File: src/rtl/btn_pkg.sv
// Shared constants and state encoding for the button event block.
// Defaults live here so the top level and benches agree on them.
package btn_pkg;

  localparam int HOLD_CYCLES_DEF   = 50_000_000;
  localparam int REPEAT_CYCLES_DEF = 10_000_000;

  typedef enum logic [1:0] {
    IDLE    = 2'd0,
    PRESSED = 2'd1,
    REPEAT  = 2'd2
  } btn_state_e;

  function automatic int max2(input int a, input int b);
    return (a > b) ? a : b;
  endfunction

endpackage

File: src/rtl/btn_event_if.sv
// Button level in, one-cycle event pulses and held level out.
// slave: the event block; master: whoever drives the level.
interface btn_event_if;

  logic btn_status_i;
  logic press_o;
  logic release_o;
  logic long_press_o;
  logic repeat_o;
  logic held_o;

  modport slave (
    input  btn_status_i,
    output press_o,
    output release_o,
    output long_press_o,
    output repeat_o,
    output held_o
  );

  modport master (
    output btn_status_i,
    input  press_o,
    input  release_o,
    input  long_press_o,
    input  repeat_o,
    input  held_o
  );

endinterface

File: src/rtl/btn_event.sv
// Debounced level -> press/release/long-press/repeat pulses.
// Ports: clk, rst_n (sync, active low), bus (btn_event_if.slave).
module btn_event
  import btn_pkg::*;
#(
  parameter int HOLD_CYCLES   = HOLD_CYCLES_DEF,
  parameter int REPEAT_CYCLES = REPEAT_CYCLES_DEF
) (
  input  logic        clk,
  input  logic        rst_n,
  btn_event_if.slave  bus
);

  localparam int CNT_W =
    $clog2(max2(HOLD_CYCLES, REPEAT_CYCLES) + 1);

  localparam logic [CNT_W-1:0] HOLD_LAST =
    CNT_W'(HOLD_CYCLES - 1);
  localparam logic [CNT_W-1:0] RPT_LAST =
    CNT_W'(REPEAT_CYCLES - 1);

  btn_state_e       state_q;
  logic [CNT_W-1:0] cnt_q;
  logic             press_q;
  logic             release_q;
  logic             long_q;
  logic             rpt_q;
  logic             held_q;

  always_ff @(posedge clk) begin
    if (!rst_n) begin
      state_q   <= IDLE;
      cnt_q     <= '0;
      press_q   <= 1'b0;
      release_q <= 1'b0;
      long_q    <= 1'b0;
      rpt_q     <= 1'b0;
      held_q    <= 1'b0;
    end else begin
      press_q   <= 1'b0;
      release_q <= 1'b0;
      long_q    <= 1'b0;
      rpt_q     <= 1'b0;
      case (state_q)
        IDLE: begin
          cnt_q <= '0;
          if (bus.btn_status_i) begin
            state_q <= PRESSED;
            press_q <= 1'b1;
            held_q  <= 1'b1;
          end
        end
        PRESSED: begin
          // release is tested first so it wins at the threshold
          if (!bus.btn_status_i) begin
            state_q   <= IDLE;
            release_q <= 1'b1;
            held_q    <= 1'b0;
            cnt_q     <= '0;
          end else if (cnt_q == HOLD_LAST) begin
            state_q <= REPEAT;
            long_q  <= 1'b1;
            cnt_q   <= '0;
          end else begin
            cnt_q <= cnt_q + CNT_W'(1);
          end
        end
        REPEAT: begin
          if (!bus.btn_status_i) begin
            state_q   <= IDLE;
            release_q <= 1'b1;
            held_q    <= 1'b0;
            cnt_q     <= '0;
          end else if (cnt_q == RPT_LAST) begin
            rpt_q <= 1'b1;
            cnt_q <= '0;
          end else begin
            cnt_q <= cnt_q + CNT_W'(1);
          end
        end
        default: begin
          // encoding 3 is unreachable; fall back to a clean idle
          state_q <= IDLE;
          cnt_q   <= '0;
          held_q  <= 1'b0;
        end
      endcase
    end
  end

  assign bus.press_o      = press_q;
  assign bus.release_o    = release_q;
  assign bus.long_press_o = long_q;
  assign bus.repeat_o     = rpt_q;
  assign bus.held_o       = held_q;

endmodule
File: src/flat_wrapper.sv
// flat-port wrapper written by rule: the top's interface ports become plain ports
module btn_event_flat import btn_pkg::*;
#(
  parameter int HOLD_CYCLES   = HOLD_CYCLES_DEF,
  parameter int REPEAT_CYCLES = REPEAT_CYCLES_DEF
)
  (clk, rst_n, bus_btn_status_i, bus_press_o, bus_release_o, bus_long_press_o, bus_repeat_o, bus_held_o);
  btn_event_if bus_i ();
  input  logic clk;
  input  logic rst_n;
  input wire logic [$bits(bus_i.btn_status_i)-1:0] bus_btn_status_i;
  output wire logic [$bits(bus_i.press_o)-1:0] bus_press_o;
  output wire logic [$bits(bus_i.release_o)-1:0] bus_release_o;
  output wire logic [$bits(bus_i.long_press_o)-1:0] bus_long_press_o;
  output wire logic [$bits(bus_i.repeat_o)-1:0] bus_repeat_o;
  output wire logic [$bits(bus_i.held_o)-1:0] bus_held_o;
  assign bus_i.btn_status_i = bus_btn_status_i;
  assign bus_press_o = bus_i.press_o;
  assign bus_release_o = bus_i.release_o;
  assign bus_long_press_o = bus_i.long_press_o;
  assign bus_repeat_o = bus_i.repeat_o;
  assign bus_held_o = bus_i.held_o;
  btn_event #(.HOLD_CYCLES(HOLD_CYCLES), .REPEAT_CYCLES(REPEAT_CYCLES)) u_core (.clk(clk), .rst_n(rst_n), .bus(bus_i));
endmodule
File: config.mk
export PLATFORM = sky130hd
export DESIGN_NAME = btn_event_flat
export DESIGN_NICKNAME = d
export VERILOG_FILES = /design/src/rtl/btn_pkg.sv /design/src/rtl/btn_event_if.sv /design/src/rtl/btn_event.sv /design/src/flat_wrapper.sv
export SDC_FILE = /design/constraint.sdc
export NUM_CORES = 1
export LEC_CHECK = 0
export CORE_UTILIZATION = 45
export CTS_BUF_LIST = sky130_fd_sc_hd__clkbuf_4 sky130_fd_sc_hd__clkbuf_8
export CTS_CLUSTER_DIAMETER = 150
export CTS_CLUSTER_SIZE = 20
export DETAILED_ROUTE_END_ITERATION = 10
export HOLD_SLACK_MARGIN = 0.03
export SLEW_MARGIN = 10
export SYNTH_ARGS = -nofsm -noshare
export SYNTH_HDL_FRONTEND = slang
export SYNTH_SLANG_ARGS = --single-unit
File: constraint.sdc
create_clock -name clk -period 2.1 [get_ports clk]
set_clock_uncertainty 0.2 [all_clocks]
set_input_delay 0.63 -clock clk [delete_from_list [all_inputs] [get_ports clk]]
set_output_delay 0.63 -clock clk [all_outputs]
set_load 0.1 [all_outputs]
==> impl_metrics.ini <==
[power]
p_clk_frac = 0.382
powerDensity_nw_per_um2 = 578
internal_power_mw = 0.967
p_leak_nw = 0.736
power_frac_seq = 0.504
p_comb_frac = 0.114
p_switching_mw = 0.317
swShare = 0.247
p_total_mw = 1.28
ir_worst_vdd_mv = 0.355

[critical_path]
end_kind = flop
worstReg2RegStart = u_core.cnt_q[8]
arrival_ns = 2.13
worstPathRequired_ns = 2.06
crit_type = reg2reg
reg2reg_to = u_core.cnt_q[22]
r2r_slack_ns = -0.07
worstRegToRegCells = 5
worstPathMaxFanout = 23
worstSetupStartpointType = flop

[die]
rows = 21
fp.dieArea_um2 = 4010
coreArea_um2 = 3470
num_io_pins = 8
dieWidth_um = 63.4
die_y_um = 63.4
initial_core_util = 0.488

[placement]
portBuffers = 7
dpl_worst_slack_ns = -0.150
dpl.cell_count = 264
finalWeightedCongestion = 0.794
dp_hpwl_um = 2930

[grt]
grt_overflow = 0
grt_first_pass_wirelength_um = 7110
antenna_found_initial = 0
grt.total_usage = 0.224
grt_max_degree = 24
grt_pass1_vias = 1517

[drt]
wl_met2_um = 1970
firstDrtPassIters = 4
drc = 0
dr_total_vias = 1560
dr.first_iter.drc_count = 135
wl_um = 3960
wl_met3_um = 200
via_per_inst = 5.71
wl_per_cell_um = 14.5
highest_layer = met4
wl_met1_um = 1770
ant_nets = 0

[sta]
slew_violations = 0
relSlewSlack = 0.759
max_freq_mhz = 461
period_share = 1.03
setup_viol = 23
hold_viol_final = 0
rsz0062_at_grt = true
fin_tns_setup_ns = -1.02
worst_pin_slew_ns = 0.359
fin_crit_ns = 2.17
setup_slack_ns = -0.0685

[synth]
ys_seq_elements = 33
synth.net_count = 196
syn_area_um2 = 1690
yosysWarnings = 0
seq_area_frac_synth = 0.390
synth_area_per_cell_um2 = 8.96
synthDistinctLibCells = 37
synthCells = 189

[layout]
n_antenna_cell = 0
syn_to_final_growth_pct = 31.2
finalNonFillerCells = 273
nets = 234
drive_gt1_frac = 0.295
post-route-util = 0.641

[clock_tree]
worstSkewPairLatency_ns = 0.28
cts_buffers = 5
clk_pin_slew_worst_paths_ns = 0.07
cts_root_buffer = clkbuf_8
clock_path_buffers = 2
clock-sinks = 33
cts_tree = done
cts-htree-levels = 2
hold_buffers = 0

[min_path]
worstHoldStart = u_core.state_q[0]
whs_path_depth = 2
hold-path-endpoint = u_core.state_q[0]
hold_path_class = reg2reg

[outcome]
failed_checks = negative setup slack
status = complete, but fails checks

[flow_run]
max_cap_viol_count = 0
## critical path, stage by stage, from the launching register on
cell and delay, ns:
dfxtp_2 0.32, or4b_1 0.52, or4_4 0.48, o211ai_4 0.22, buf_12 0.20, a22oi_1 0.10
## worst max path at each step
stage / startpoint / end / slack [ns] / cells after the start
2_1_floorplan: u_core.cnt_q[16] / u_core.cnt_q[19] / -0.07 / 6
3_3_place_gp: u_core.cnt_q[1] / u_core.cnt_q[25] / -0.09 / 6
3_5_place_dp: u_core.cnt_q[1] / u_core.cnt_q[1] / -0.15 / 6
4_1_cts: u_core.cnt_q[1] / u_core.cnt_q[22] / -0.05 / 6
5_1_grt: u_core.cnt_q[8] / u_core.cnt_q[19] / -0.14 / 5
6_report: u_core.cnt_q[8] / u_core.cnt_q[22] / -0.07 / 5
## area by class of cell
class | instances | area [µm²]
Sequential cell | 33 | 666
Inverter | 6 | 22.5
Clock buffer | 7 | 90.1
Fill cell | 319 | 1240
Tap cell | 46 | 57.6
Multi-Input combinational cell | 139 | 980
Timing Repair Buffer | 42 | 408
## cell usage in the layout (no fill, tap or decap), types with 7 or more instances in the layout
master	instances
nand3_1	9
buf_12	7
a21oi_1	11
xnor2_1	8
dfxtp_1	29
buf_4	33
nand4_1	8
nand2_1	14
a22oi_1	10
or4_1	7
## registers in the layout (all words and copies together) (netlist names)
name                     flops
u_core.bus.held_o            1
u_core.bus.long_press_o      1
u_core.bus.press_o           1
u_core.bus.release_o         1
u_core.bus.repeat_o          1
u_core.cnt_q                26
u_core.state_q               2
## synth_stat cells, drive strengths merged
cell / n / share of area
dfxtp: 33 / 0.39
a21oi: 17 / 0.050
nand2: 14 / 0.031
a22oi: 10 / 0.044
nand3: 9 / 0.027
nand4: 9 / 0.037
or4: 9 / 0.040
o21ai: 8 / 0.024
xnor2: 8 / 0.041
buf: 7 / 0.037
inv: 6 / 0.013
nor3: 6 / 0.018
or3: 6 / 0.022
xor2: 6 / 0.031
and3: 4 / 0.015
clkbuf: 4 / 0.0089
ha: 4 / 0.030
nor4: 4 / 0.015
o31ai: 4 / 0.018
nor2: 3 / 0.0066
and2: 2 / 0.0074
and4: 2 / 0.010
o211ai: 2 / 0.025
or2: 2 / 0.0074
a21boi: 1 / 0.0044
and4b: 1 / 0.0059
and4bb: 1 / 0.0074
mux2i: 1 / 0.0059
nand2b: 1 / 0.0037
nand4b: 1 / 0.0052
nor3b: 1 / 0.0044
nor4bb: 1 / 0.0059
o22ai: 1 / 0.0037
or4b: 1 / 0.0059
## power by group through the flow
stage	sequential, mW	clock (mW)	combinational, mW
global route	0.649	0.530	0.157
detailed placement	0.661	0	0.145
CTS	0.647	0.499	0.146
finish	0.647	0.490	0.147
floorplan	0.701	0	0.0563
global placement	0.660	0	0.142
## logic make-up (layout without fill, tap and decap cells)
logic type | Yosys count | after routing | share of synthesized area
DFF | 33 | 33 | 0.390
buffers and inverters | 17 | 55 | 0.0591
AOI/OAI and AO/OA | 43 | 43 | 0.169
adders and majority gates | 4 | 4 | 0.0295
muxes | 1 | 1 | 0.00591
and+or+nand+nor | 77 | 77 | 0.274
xor gates and xnor gates | 14 | 14 | 0.0724
## through the flow
step,hold slack (ns),cell area (µm²)
2_1_floorplan,0.227,1740
3_3_place_gp,0.266,2110
3_5_place_dp,0.293,2110
4_1_cts,0.303,2210
5_1_grt,0.353,2220
6_report,0.301,2220
## what timing repair did
action | 4_1_cts | 5_1_grt
setup endpoints to repair | 28 | 28
buffers inserted | 1 | 1
cloned | 0 | 0
hold endpoints to repair | 0 | 0
gates resized for setup | 3 | 4
## routing by layer
| layer | global-route usage | vias up |
|---|---|---|
| met5 | 0 | - |
| met4 | 0.0483 | 0 |
| met3 | 0.0562 | 5 |
| met2 | 0.376 | 37 |
| met1 | 0.286 | 735 |
| li1 | - | 783 |
Note: power is estimated with default switching activity, not from simulation.
==> RTL edit (same flow settings) <==
`REPEAT_CYCLES_DEF`: 10_000_000 -> 5_000_000.
--- a/src/rtl/btn_pkg.sv
+++ b/src/rtl/btn_pkg.sv
@@ -3,7 +3,7 @@
 package btn_pkg;
 
   localparam int HOLD_CYCLES_DEF   = 50_000_000;
-  localparam int REPEAT_CYCLES_DEF = 10_000_000;
+  localparam int REPEAT_CYCLES_DEF = 5_000_000;
 
   typedef enum logic [1:0] {
     IDLE    = 2'd0,
Behaviour: no difference found for any inputs over 10 cycles, from zero or initial values and one cycle with rst_n low; that may be too few to reach the edited logic, so the function may still have changed.
==> RTL edit against the original RTL <==
Hold slack gained 0.031 ns; die area decreased by 5.5%; final area is 5.3% lower; synthesized cell count fell by 1.1%; setup slack worse by 0.17 ns; area after synthesis fell by 5.7%; critical path depth increased by 1; highest routed layer unchanged; the run still ends with negative setup slack left; sequential cell count unchanged; first-iteration DRC count shrank 67%; final cell count is 0.73% higher; power down 12%; routed wire length shrank 9.2%.
==> RTL edit: results (changes against the original RTL) <==
| Metric | Value |
|---|---|
| Status | `finished, violations left` |
| Failing checks | `negative setup slack` |
| Synth Area in Compound Gates | `5.72% (-11 points)` |
| Setup TNS | `-5.82 ns (-4.81 ns)` |
| GRT Util Overall | `22.6% (+0.20 points)` |
| Number of global-route vias before repair | `1372 (-9.6%)` |
| CTS clk-pin slew, worst paths | `0.09 ns (+0.02 ns)` |
| FF-to-FF Start | `u_core.cnt_q[9]` |
| Final worst slack | `-0.241 ns (-0.172 ns)` |
| M1 WL | `1760 um (-0.62%)` |
| Max FO, Critical Path | `15 (-35%)` |
| Leakage power total | `0.765 nW (+4.0%)` |
| Xor-xnor portion of the synthesized cell area | `12.6% (+5.4 points)` |
| Detailed placer's ending HPWL | `2740 um (-6.6%)` |
| Power Internal | `0.850 mW (-12%)` |
| Global placement routability congestion | `0.828 (+4.3%)` |
| Clock Latency Late Sink | `0.33 ns (+0.05 ns)` |
| Final #Nets | `236 (+0.85%)` |
| Yosys cell types | `33 (-11%)` |
| Met3 routed WL | `143 um (-28%)` |
| Warning count from the yosys run | `0 (unchanged)` |
| Final setup fails | `27 (+17%)` |
| Fraction of the mapped netlist area in adder cells | `3.13% (+0.18 points)` |
| Peak supply drop | `0.360 mV (+1.3%)` |
| WP data arrival | `2.37 ns (+0.24 ns)` |
| Clk root buf | `clkbuf_4` |
| 1st-iter DRT viols | `44 (-67%)` |
| First-pass GRT wire length | `6160 um (-13%)` |
| Hold_sp | `u_core.cnt_q[0]` |
| Post-synth top cells | `36 x nor2_1, 33 x dfxtp_1, 14 x nand2_1, 14 x nand3_1, 13 x xor2_1` |
| Share of layout cells above drive strength 1 | `21.8% (-7.7 points)` |
| Routed wl met2 | `1640 um (-17%)` |
| Actual slew at the worst max-slew pin | `0.453 ns (+0.0943 ns)` |
| Syn_nets | `194 (-1.0%)` |
| R2R cell count | `6 (+1)` |
| Largest net degree at the start of global routing | `16 (-33%)` |
| Vias per std cell | `5.22 (-8.7%)` |
[RTL edit: worst max path at each step]
stage | start | to
2_1_floorplan | u_core.cnt_q[9] | u_core.cnt_q[11]
3_3_place_gp | u_core.cnt_q[9] | u_core.cnt_q[17]
3_5_place_dp | u_core.cnt_q[9] | u_core.cnt_q[17]
4_1_cts | u_core.cnt_q[9] | u_core.cnt_q[17]
5_1_grt | u_core.cnt_q[9] | u_core.cnt_q[17]
6_report | u_core.cnt_q[9] | u_core.cnt_q[17]
[RTL edit: critical path: cells and delay by family, from the launching register on]
| family | cells | cell delay, ns |
|---|---|---|
| AO/OA/AOI/OAI | 2 | 0.57 |
| flip-flops | 1 | 0.32 |
| AND/OR/NAND/NOR | 3 | 0.98 |
| buffers and inverters | 1 | 0.17 |
[RTL edit: repair_timing]
item                                   4_1_cts  5_1_grt
setup endpoints to repair                   28       28
buffers inserted                             0        1
pin swaps                                    5        4
resized for setup                            3        3
endpoints found under the hold margin        0        0
[RTL edit: cells by family after synthesis]
family,after synthesis
buf+inv,10
flops,33
fa+ha+maj,4
simple gates,104
xor+xnor,23
compound gates,12
mux,1
[RTL edit: through the flow]
step                      instance area [sq um]  hold slack, ns  cells  worst slack [ns]  utilization [%]
after floorplan                            1600           0.230    187            -0.242                -
after CTS                                  2080           0.343    274            -0.242             61.9
after global placement                     2000           0.307    267            -0.233             59.5
after detailed placement                   2000           0.330    267            -0.252             59.5
after global routing                       2100           0.369    275            -0.310             62.6
final                                      2100           0.332    275            -0.241             62.6
[RTL edit: layer usage]
metal / global-route usage (%) / vias to the layer above
li1: - / 741
met1: 30.2 / 668
met2: 34.4 / 21
met3: 5.88 / 5
met4: 9.52 / 0
met5: 0 / -
[RTL edit: layout make-up]
| class | instances | area [sq um] |
|---|---|---|
| fillers | 316 | 1260 |
| well taps | 46 | 57.6 |
| multi-input cells | 144 | 917 |
| inverters | 7 | 26.3 |
| repair buffers | 38 | 382 |
| flip-flops and latches | 33 | 663 |
| clock buffers | 7 | 58.8 |
[RTL edit: power groups by stage]
stage	registers, mW	clock network (mW)	logic [mW]
floorplan	0.685	0	0.0431
global placement	0.654	0	0.113
detailed placement	0.655	0	0.115
CTS	0.640	0.388	0.115
global route	0.642	0.416	0.125
finish	0.640	0.371	0.116
